**src/rtl/clk_div_pkg.sv**
```systemverilog
// Shared defaults and helpers for the multi-channel clock divider.
//   CNT_W_DEF   : default divisor/counter width
//   DEF_DIV_DEF : default divisor loaded into every channel at reset
//   ch_w()      : width of the channel-index field (at least 1 bit)
package clk_div_pkg;

    localparam int CNT_W_DEF   = 8;
    localparam int DEF_DIV_DEF = 5;

    function automatic int ch_w(input int n);
        return (n <= 1) ? 1 : $clog2(n);
    endfunction

endpackage

```
**src/rtl/clk_div_multi_if.sv**
```systemverilog
// Divisor configuration handshake.
//   cfg_valid/cfg_ready : write request / accept (accepted when both high)
//   cfg_ch              : target channel index
//   cfg_div             : requested divisor (0 disables the channel)
//   cfg_err             : one-cycle pulse after an accepted illegal write
interface clk_div_multi_if import clk_div_pkg::*; #(
    parameter int NCH   = 4,
    parameter int CNT_W = CNT_W_DEF
) ();
    localparam int CHW = ch_w(NCH);

    logic             cfg_valid;
    logic             cfg_ready;
    logic [CHW-1:0]   cfg_ch;
    logic [CNT_W-1:0] cfg_div;
    logic             cfg_err;

    modport master (output cfg_valid, cfg_ch, cfg_div, input  cfg_ready, cfg_err);
    modport slave  (input  cfg_valid, cfg_ch, cfg_div, output cfg_ready, cfg_err);
endinterface

```
**src/rtl/clk_div_ch.sv**
```systemverilog
// One divider channel: active divisor, counter, pending divisor and the
// registered dclk/tick outputs.
//   clk, rst_n  : clock, async active-low reset
//   i_restart   : restart edge (one cycle) from the top
//   i_wr        : accepted legal write addressed to this channel
//   i_wr_div    : divisor carried by that write
//   o_pend_vld  : a divisor is waiting for the next wrap
//   o_dclk      : divided clock (flop output)
//   o_tick      : one-cycle pulse in the cycle o_dclk rises
module clk_div_ch import clk_div_pkg::*; #(
    parameter int CNT_W   = CNT_W_DEF,
    parameter int DEF_DIV = DEF_DIV_DEF
) (
    input  logic             clk,
    input  logic             rst_n,
    input  logic             i_restart,
    input  logic             i_wr,
    input  logic [CNT_W-1:0] i_wr_div,
    output logic             o_pend_vld,
    output logic             o_dclk,
    output logic             o_tick
);
    logic [CNT_W-1:0] r_p, r_cnt, r_pend;
    logic             r_pend_vld, r_dclk, r_tick;
    logic [CNT_W-1:0] w_p_nxt, w_cnt_nxt, w_pend_nxt;
    logic             w_pend_vld_nxt, w_dclk_nxt, w_wrap;

    assign w_wrap = (r_cnt == r_p - CNT_W'(1));

    always_comb begin
        w_p_nxt        = r_p;
        w_cnt_nxt      = r_cnt;
        w_pend_nxt     = r_pend;
        w_pend_vld_nxt = r_pend_vld;
        if (i_restart) begin
            // A write landing with the restart is taken at once, otherwise
            // any pending divisor is committed.
            w_cnt_nxt      = '0;
            w_pend_vld_nxt = 1'b0;
            if (i_wr)            w_p_nxt = i_wr_div;
            else if (r_pend_vld) w_p_nxt = r_pend;
        end else if (r_p == '0) begin
            // Idle channel: no period to protect, apply directly.
            w_cnt_nxt = '0;
            if (i_wr) w_p_nxt = i_wr_div;
        end else begin
            if (w_wrap) begin
                w_cnt_nxt = '0;
                if (r_pend_vld) begin
                    w_p_nxt        = r_pend;
                    w_pend_vld_nxt = 1'b0;
                end
            end else begin
                w_cnt_nxt = r_cnt + CNT_W'(1);
            end
            // cfg_ready gating guarantees i_wr never meets r_pend_vld.
            if (i_wr) begin
                w_pend_nxt     = i_wr_div;
                w_pend_vld_nxt = 1'b1;
            end
        end
        // dclk is computed from next-state so the flop output matches
        // (cnt >= P>>1) in the same cycle as the counter.
        w_dclk_nxt = (w_p_nxt != '0) && (w_cnt_nxt >= (w_p_nxt >> 1));
    end

    always_ff @(posedge clk or negedge rst_n) begin
        if (!rst_n) begin
            r_p        <= CNT_W'(DEF_DIV);
            r_cnt      <= '0;
            r_pend     <= '0;
            r_pend_vld <= 1'b0;
            r_dclk     <= 1'b0;
            r_tick     <= 1'b0;
        end else begin
            r_p        <= w_p_nxt;
            r_cnt      <= w_cnt_nxt;
            r_pend     <= w_pend_nxt;
            r_pend_vld <= w_pend_vld_nxt;
            r_dclk     <= w_dclk_nxt;
            r_tick     <= w_dclk_nxt & ~r_dclk;
        end
    end

    assign o_pend_vld = r_pend_vld;
    assign o_dclk     = r_dclk;
    assign o_tick     = r_tick;
endmodule

```
**src/rtl/clk_div_multi.sv**
```systemverilog
// Multi-channel programmable clock divider.
//   clk, rst_n : clock, async active-low reset
//   restart    : level; each edge restarts every channel
//   cfg        : divisor write handshake (slave side)
//   dclk       : divided clocks, one per channel
//   tick       : rising-edge pulse per channel
module clk_div_multi import clk_div_pkg::*; #(
    parameter int NCH     = 4,
    parameter int CNT_W   = CNT_W_DEF,
    parameter int DEF_DIV = DEF_DIV_DEF
) (
    input  logic           clk,
    input  logic           rst_n,
    input  logic           restart,
    clk_div_multi_if.slave cfg,
    output logic [NCH-1:0] dclk,
    output logic [NCH-1:0] tick
);
    localparam int CHW = ch_w(NCH);

    logic           r_rst_d, r_err;
    logic           w_edge, w_ch_ok, w_ready, w_acc, w_bad;
    logic [NCH-1:0] w_pend_vld, w_wr;

    // Reset value 0 means restart held high at release counts as one edge.
    assign w_edge  = restart ^ r_rst_d;
    assign w_ch_ok = int'(cfg.cfg_ch) < NCH;

    // Out-of-range channels are always accepted so the error can be flagged.
    always_comb begin
        w_ready = 1'b1;
        if (w_ch_ok) w_ready = ~w_pend_vld[cfg.cfg_ch];
    end

    assign w_acc = cfg.cfg_valid & w_ready;
    assign w_bad = (cfg.cfg_div == CNT_W'(1)) | ~w_ch_ok;

    always_ff @(posedge clk or negedge rst_n) begin
        if (!rst_n) begin
            r_rst_d <= 1'b0;
            r_err   <= 1'b0;
        end else begin
            r_rst_d <= restart;
            r_err   <= w_acc & w_bad;
        end
    end

    assign cfg.cfg_ready = w_ready;
    assign cfg.cfg_err   = r_err;

    for (genvar i = 0; i < NCH; i++) begin : g_ch
        assign w_wr[i] = w_acc & ~w_bad & (cfg.cfg_ch == CHW'(i));

        clk_div_ch #(.CNT_W(CNT_W), .DEF_DIV(DEF_DIV)) u_ch (
            .clk        (clk),
            .rst_n      (rst_n),
            .i_restart  (w_edge),
            .i_wr       (w_wr[i]),
            .i_wr_div   (cfg.cfg_div),
            .o_pend_vld (w_pend_vld[i]),
            .o_dclk     (dclk[i]),
            .o_tick     (tick[i])
        );
    end
endmodule

```
**src/flat_wrapper.sv**
```systemverilog
// flat-port wrapper written by rule: the top's interface ports become plain ports
module clk_div_multi_flat import clk_div_pkg::*;
#(
    parameter int NCH     = 4,
    parameter int CNT_W   = CNT_W_DEF,
    parameter int DEF_DIV = DEF_DIV_DEF
)
  (clk, rst_n, restart, dclk, tick, cfg_cfg_valid, cfg_cfg_ch, cfg_cfg_div, cfg_cfg_ready, cfg_cfg_err);
  clk_div_multi_if #(.NCH(NCH), .CNT_W(CNT_W)) cfg_i ();
  input  logic clk;
  input  logic rst_n;
  input  logic restart;
  output logic [NCH-1:0] dclk;
  output logic [NCH-1:0] tick;
  input wire logic [$bits(cfg_i.cfg_valid)-1:0] cfg_cfg_valid;
  input wire logic [$bits(cfg_i.cfg_ch)-1:0] cfg_cfg_ch;
  input wire logic [$bits(cfg_i.cfg_div)-1:0] cfg_cfg_div;
  output wire logic [$bits(cfg_i.cfg_ready)-1:0] cfg_cfg_ready;
  output wire logic [$bits(cfg_i.cfg_err)-1:0] cfg_cfg_err;
  assign cfg_i.cfg_valid = cfg_cfg_valid;
  assign cfg_i.cfg_ch = cfg_cfg_ch;
  assign cfg_i.cfg_div = cfg_cfg_div;
  assign cfg_cfg_ready = cfg_i.cfg_ready;
  assign cfg_cfg_err = cfg_i.cfg_err;
  clk_div_multi #(.NCH(NCH), .CNT_W(CNT_W), .DEF_DIV(DEF_DIV)) u_core (.clk(clk), .rst_n(rst_n), .restart(restart), .cfg(cfg_i), .dclk(dclk), .tick(tick));
endmodule
```
**config.mk**
```make
export PLATFORM = sky130hd
export DESIGN_NAME = clk_div_multi_flat
export DESIGN_NICKNAME = d
export VERILOG_FILES = /design/src/rtl/clk_div_pkg.sv /design/src/rtl/clk_div_multi_if.sv /design/src/rtl/clk_div_ch.sv /design/src/rtl/clk_div_multi.sv /design/src/flat_wrapper.sv
export SDC_FILE = /design/constraint.sdc
export NUM_CORES = 1
export LEC_CHECK = 0
export BUFFER_PORTS_ARGS = -buffer_cell sky130_fd_sc_hd__buf_2
export CAP_MARGIN = 20
export CORE_UTILIZATION = 35
export CTS_CLUSTER_SIZE = 16
export DETAILED_ROUTE_END_ITERATION = 6
export GPL_ROUTABILITY_DRIVEN = 0
export PLACE_DENSITY_LB_ADDON = 0.08
export SLEW_MARGIN = 20
export SYNTH_ARGS = -nofsm -noshare
export SYNTH_HDL_FRONTEND = slang
export SYNTH_SLANG_ARGS = --single-unit
export TNS_END_PERCENT = 100
```
**constraint.sdc**
```tcl
create_clock -name clk -period 9.2 [get_ports clk]
set_clock_uncertainty 0.2 [all_clocks]
set_input_delay 1.84 -clock clk [delete_from_list [all_inputs] [get_ports clk]]
set_output_delay 1.84 -clock clk [all_outputs]
set_load 0.1 [all_outputs]
```
==> metrics.csv <==
stage,metric,value,unit
pwr,switching_share,0.438,
pwr,net-switching-power,0.00106,W
synth,synth.cell_area,7510,µm²
routing,route.final.wire_length,19.5,mm
clocking,cts_resized,0,
pwr,power.static_leakage,3.66,nW
grt,antenna_found_initial,1,
synth,yosysWarningCount,0,
clocking,path_clk_slew,0.08,ns
outcome,run_status,"finished, final reports clean",
clocking,cts_buffers,9,
grt,global_route.usage.met1,0.260,
pwr,total_power,0.00241,W
grt,grt_start_max_net_pins,60,
pwr,power_per_cell_area,298,nW/µm²
timing,fin_setup_tns,0,ns
critical_path,worstSetupStartpointType,primary input,
hold_path,hold_class,flop to flop,
critical_path,setup.worst_path.end_class,flop,
clocking,clock-sinks,110,
cells_and_area,layoutNonFillerInstCount,1066,
timing,fmax,177,MHz
grt,grt.met2_usage,0.298,
clocking,cts_max_path_buffers,2,
floorplan,core,21000,µm²
grt,global_route.peak_usage_layer,met2,
synth,synth.top_cell.area_share,0.340,
grt,globalRouteOverflowTotal,0,
synth,synth_edf_count,0,
synth,yosysMostFrequentCell,dfrtp_1,
critical_path,timing.setup.critical_path_class,primary input to flop,
floorplan,floorplan.die.height,148,µm
pwr,sequentialPowerShare,0.354,
clocking,clk_latency,0.36,ns
routing,drc_errors,0,
floorplan,initial_standard_cell_utilization_of_the_core,0.357,
timing,relSlewSlack,0.460,
timing,finalWorstPathRequiredPeriod,5.64,ns
synth,synth_seq_cells,110,
run,maxCapViolCount,0,
timing,slew_violations,0,
timing,final.period_utilization,0.613,
synth,avgSynthCellArea,9.48,µm²
clocking,cts_root_buffer,clkbuf_16,
critical_path,crit_path_max_fanout,16,
floorplan,die_width,148,µm
cells_and_area,diodes,0,
floorplan,placement_rows,53,
routing,route.vias.total,5945,
synth,synth.distinct_cells,75,
clocking,cts.htree.levels,3,
timing,tightestPinTransition,0.803,ns
synth,synth_common_cells,"102 x dfrtp_1, 62 x nor2_1, 48 x mux2_2",
grt,global_route.usage.met3,0.0193,
critical_path,critPathRequiredTime,9.22,ns
pwr,vdd_drop_max,154,µV
clocking,cts_hold_buf,0,
synth,synth.net_count,846,
synth,synth_flop_cell,dfrtp_1,
grt,first_global_vias,5945,
grt,gr-usage-all-layers,0.186,
cells_and_area,num-nets-final,840,
clocking,tritoncts,built,
routing,first_pass_iters,5,
timing,setup-violations-final,0,
routing,final_routed_wire_length_divided_by_cell_count,18.2,µm
routing,drtAntennaViolNets,0,
synth,yosysTopAreaCell,dfrtp_1,
grt,wire_length_of_the_first_global_routing_pass,32.4,mm
floorplan,top_level_ports,24,
placed_design,dp.final_hpwl,14.2,mm
timing,hold_viol_final,0,
pwr,internal_power,0.00136,W
pwr,p_comb_frac,0.471,
clocking,postCtsSetupBuffers,0,
synth,syn_inst,792,
routing,initialDrtViolationCount,295,
cells_and_area,post_route_cells_drive_above_1_share,0.158,
synth,synth.yosys.seq_area_share,0.368,
pwr,power_frac_clock,0.174,
cells_and_area,area.growth.synth_to_final,7.90,%
placed_design,io_buffers,23,
floorplan,dieArea,22000,µm²
routing,detail_route.vias_per_cell,5.58,
timing,grt_setup_unrepaired,no,
synth,synth_async_sr_flop_share,1.00,
critical_path,crit_path_dat,5.66,ns
placed_design,numPlacedInstances,1050,
synth,synthTopCellsByArea,"dfrtp_1 34%, mux2_2 7.2%, ha_1 6.7%",
## stage by stage
stage	hold slack, ns	worst slack [ns]	instance area, µm²	util
floorplan	0.212	3.07	7510	-
global placement	0.218	3.40	7790	0.371
detailed placement	0.220	3.18	7790	0.371
CTS	0.232	3.56	8100	0.385
global route	0.240	3.31	8100	0.385
finish	0.227	3.56	8100	0.385
## cells in the final DEF (no fill, tap or decap), types with 9 or more instances in the layout
| cell | n |
|---|---|
| nor2_1 | 62 |
| xnor2_1 | 29 |
| xor2_1 | 28 |
| a31oi_1 | 12 |
| nand4_1 | 12 |
| nand2b_1 | 13 |
| o21ai_0 | 26 |
| ha_1 | 40 |
| and3_1 | 18 |
| a21o_1 | 15 |
| buf_2 | 22 |
| nor3_1 | 22 |
| mux2i_1 | 23 |
| inv_1 | 47 |
| nand3_1 | 27 |
| a211oi_1 | 11 |
| clkbuf_16 | 9 |
| a21oi_1 | 40 |
| dfrtp_1 | 102 |
| nor4_1 | 9 |
| nand2_1 | 46 |
| mux2_2 | 48 |
## flip-flops by register name, summed over array words and instances (netlist names)
| name | cells |
|---|---|
| u_core.cfg.cfg_err | 1 |
| u_core.g_ch.u_ch.o_dclk | 4 |
| u_core.g_ch.u_ch.o_pend_vld | 4 |
| u_core.g_ch.u_ch.o_tick | 4 |
| u_core.g_ch.u_ch.r_cnt | 32 |
| u_core.g_ch.u_ch.r_p | 32 |
| u_core.g_ch.u_ch.r_pend | 32 |
| u_core.r_rst_d | 1 |
## layout make-up
type / instances / area (µm²)
clock inverter: 6 / 71.3
tap: 275 / 344
sequential: 110 / 2760
timing repair buffer: 27 / 148
multi-input combinational: 591 / 4360
fill: 2084 / 12900
clock buffer: 10 / 239
inverter: 47 / 176
## power groups by stage
stage               registers (W)  clock network (W)  logic [W]
finish                   0.000855           0.000421    0.00114
global route             0.000880           0.000450    0.00128
CTS                      0.000854           0.000433    0.00114
detailed placement       0.000862                  0    0.00113
global placement         0.000860                  0    0.00112
floorplan                0.000754                  0   0.000967
## worst max-delay path: stages
cell,delay [ns]
buf_2,0.18
or4b_1,0.66
nor2_1,0.16
and4b_1,0.40
a21oi_1,0.22
a211oi_1,0.07
a211oi_1,0.43
ha_1,0.32
nand2b_1,0.14
a21o_1,0.17
a21o_1,0.17
a21o_1,0.17
a21o_1,0.16
a21o_1,0.17
a211oi_1,0.30
a211oi_1,0.08
## logic make-up after synthesis
group	after synthesis	synth area share
AOI/OAI and AO/OA	167	0.156
xor gates and xnor gates	60	0.0728
adders and majority gates	40	0.0667
buffers and inverters	91	0.0523
DFF	110	0.368
muxes	71	0.103
and+or+nand+nor	253	0.182
## final timing paths
path                                                      startpoint                                     end  slack, ns  cells past startpoint
worst max-delay path                                  cfg_cfg_div[1]    u_core.g_ch[3].u_ch.o_tick$_DFF_PN0_       3.56                     16
worst min-delay path            u_core.g_ch[3].u_ch.o_dclk$_DFF_PN0_    u_core.g_ch[3].u_ch.o_tick$_DFF_PN0_       0.23                      1
worst max register to register  u_core.g_ch[3].u_ch.r_p[0]$_DFF_PN1_    u_core.g_ch[3].u_ch.o_tick$_DFF_PN0_       4.42                     17
worst min register to register  u_core.g_ch[3].u_ch.o_dclk$_DFF_PN0_    u_core.g_ch[3].u_ch.o_tick$_DFF_PN0_       0.23                      1
max in group asynchronous                                      rst_n  u_core.g_ch[1].u_ch.r_cnt[3]$_DFF_PN0_       6.24                      2
min in group asynchronous                                      rst_n    u_core.g_ch[0].u_ch.r_p[1]$_DFF_PN0_       1.31                      1
## per-layer routing
layer,vias to the layer above,wire length (µm)
li1,2852,-
met1,2958,9460
met2,113,9110
met3,20,591
met4,2,279
met5,-,8
(Power assumes the default switching activity.)
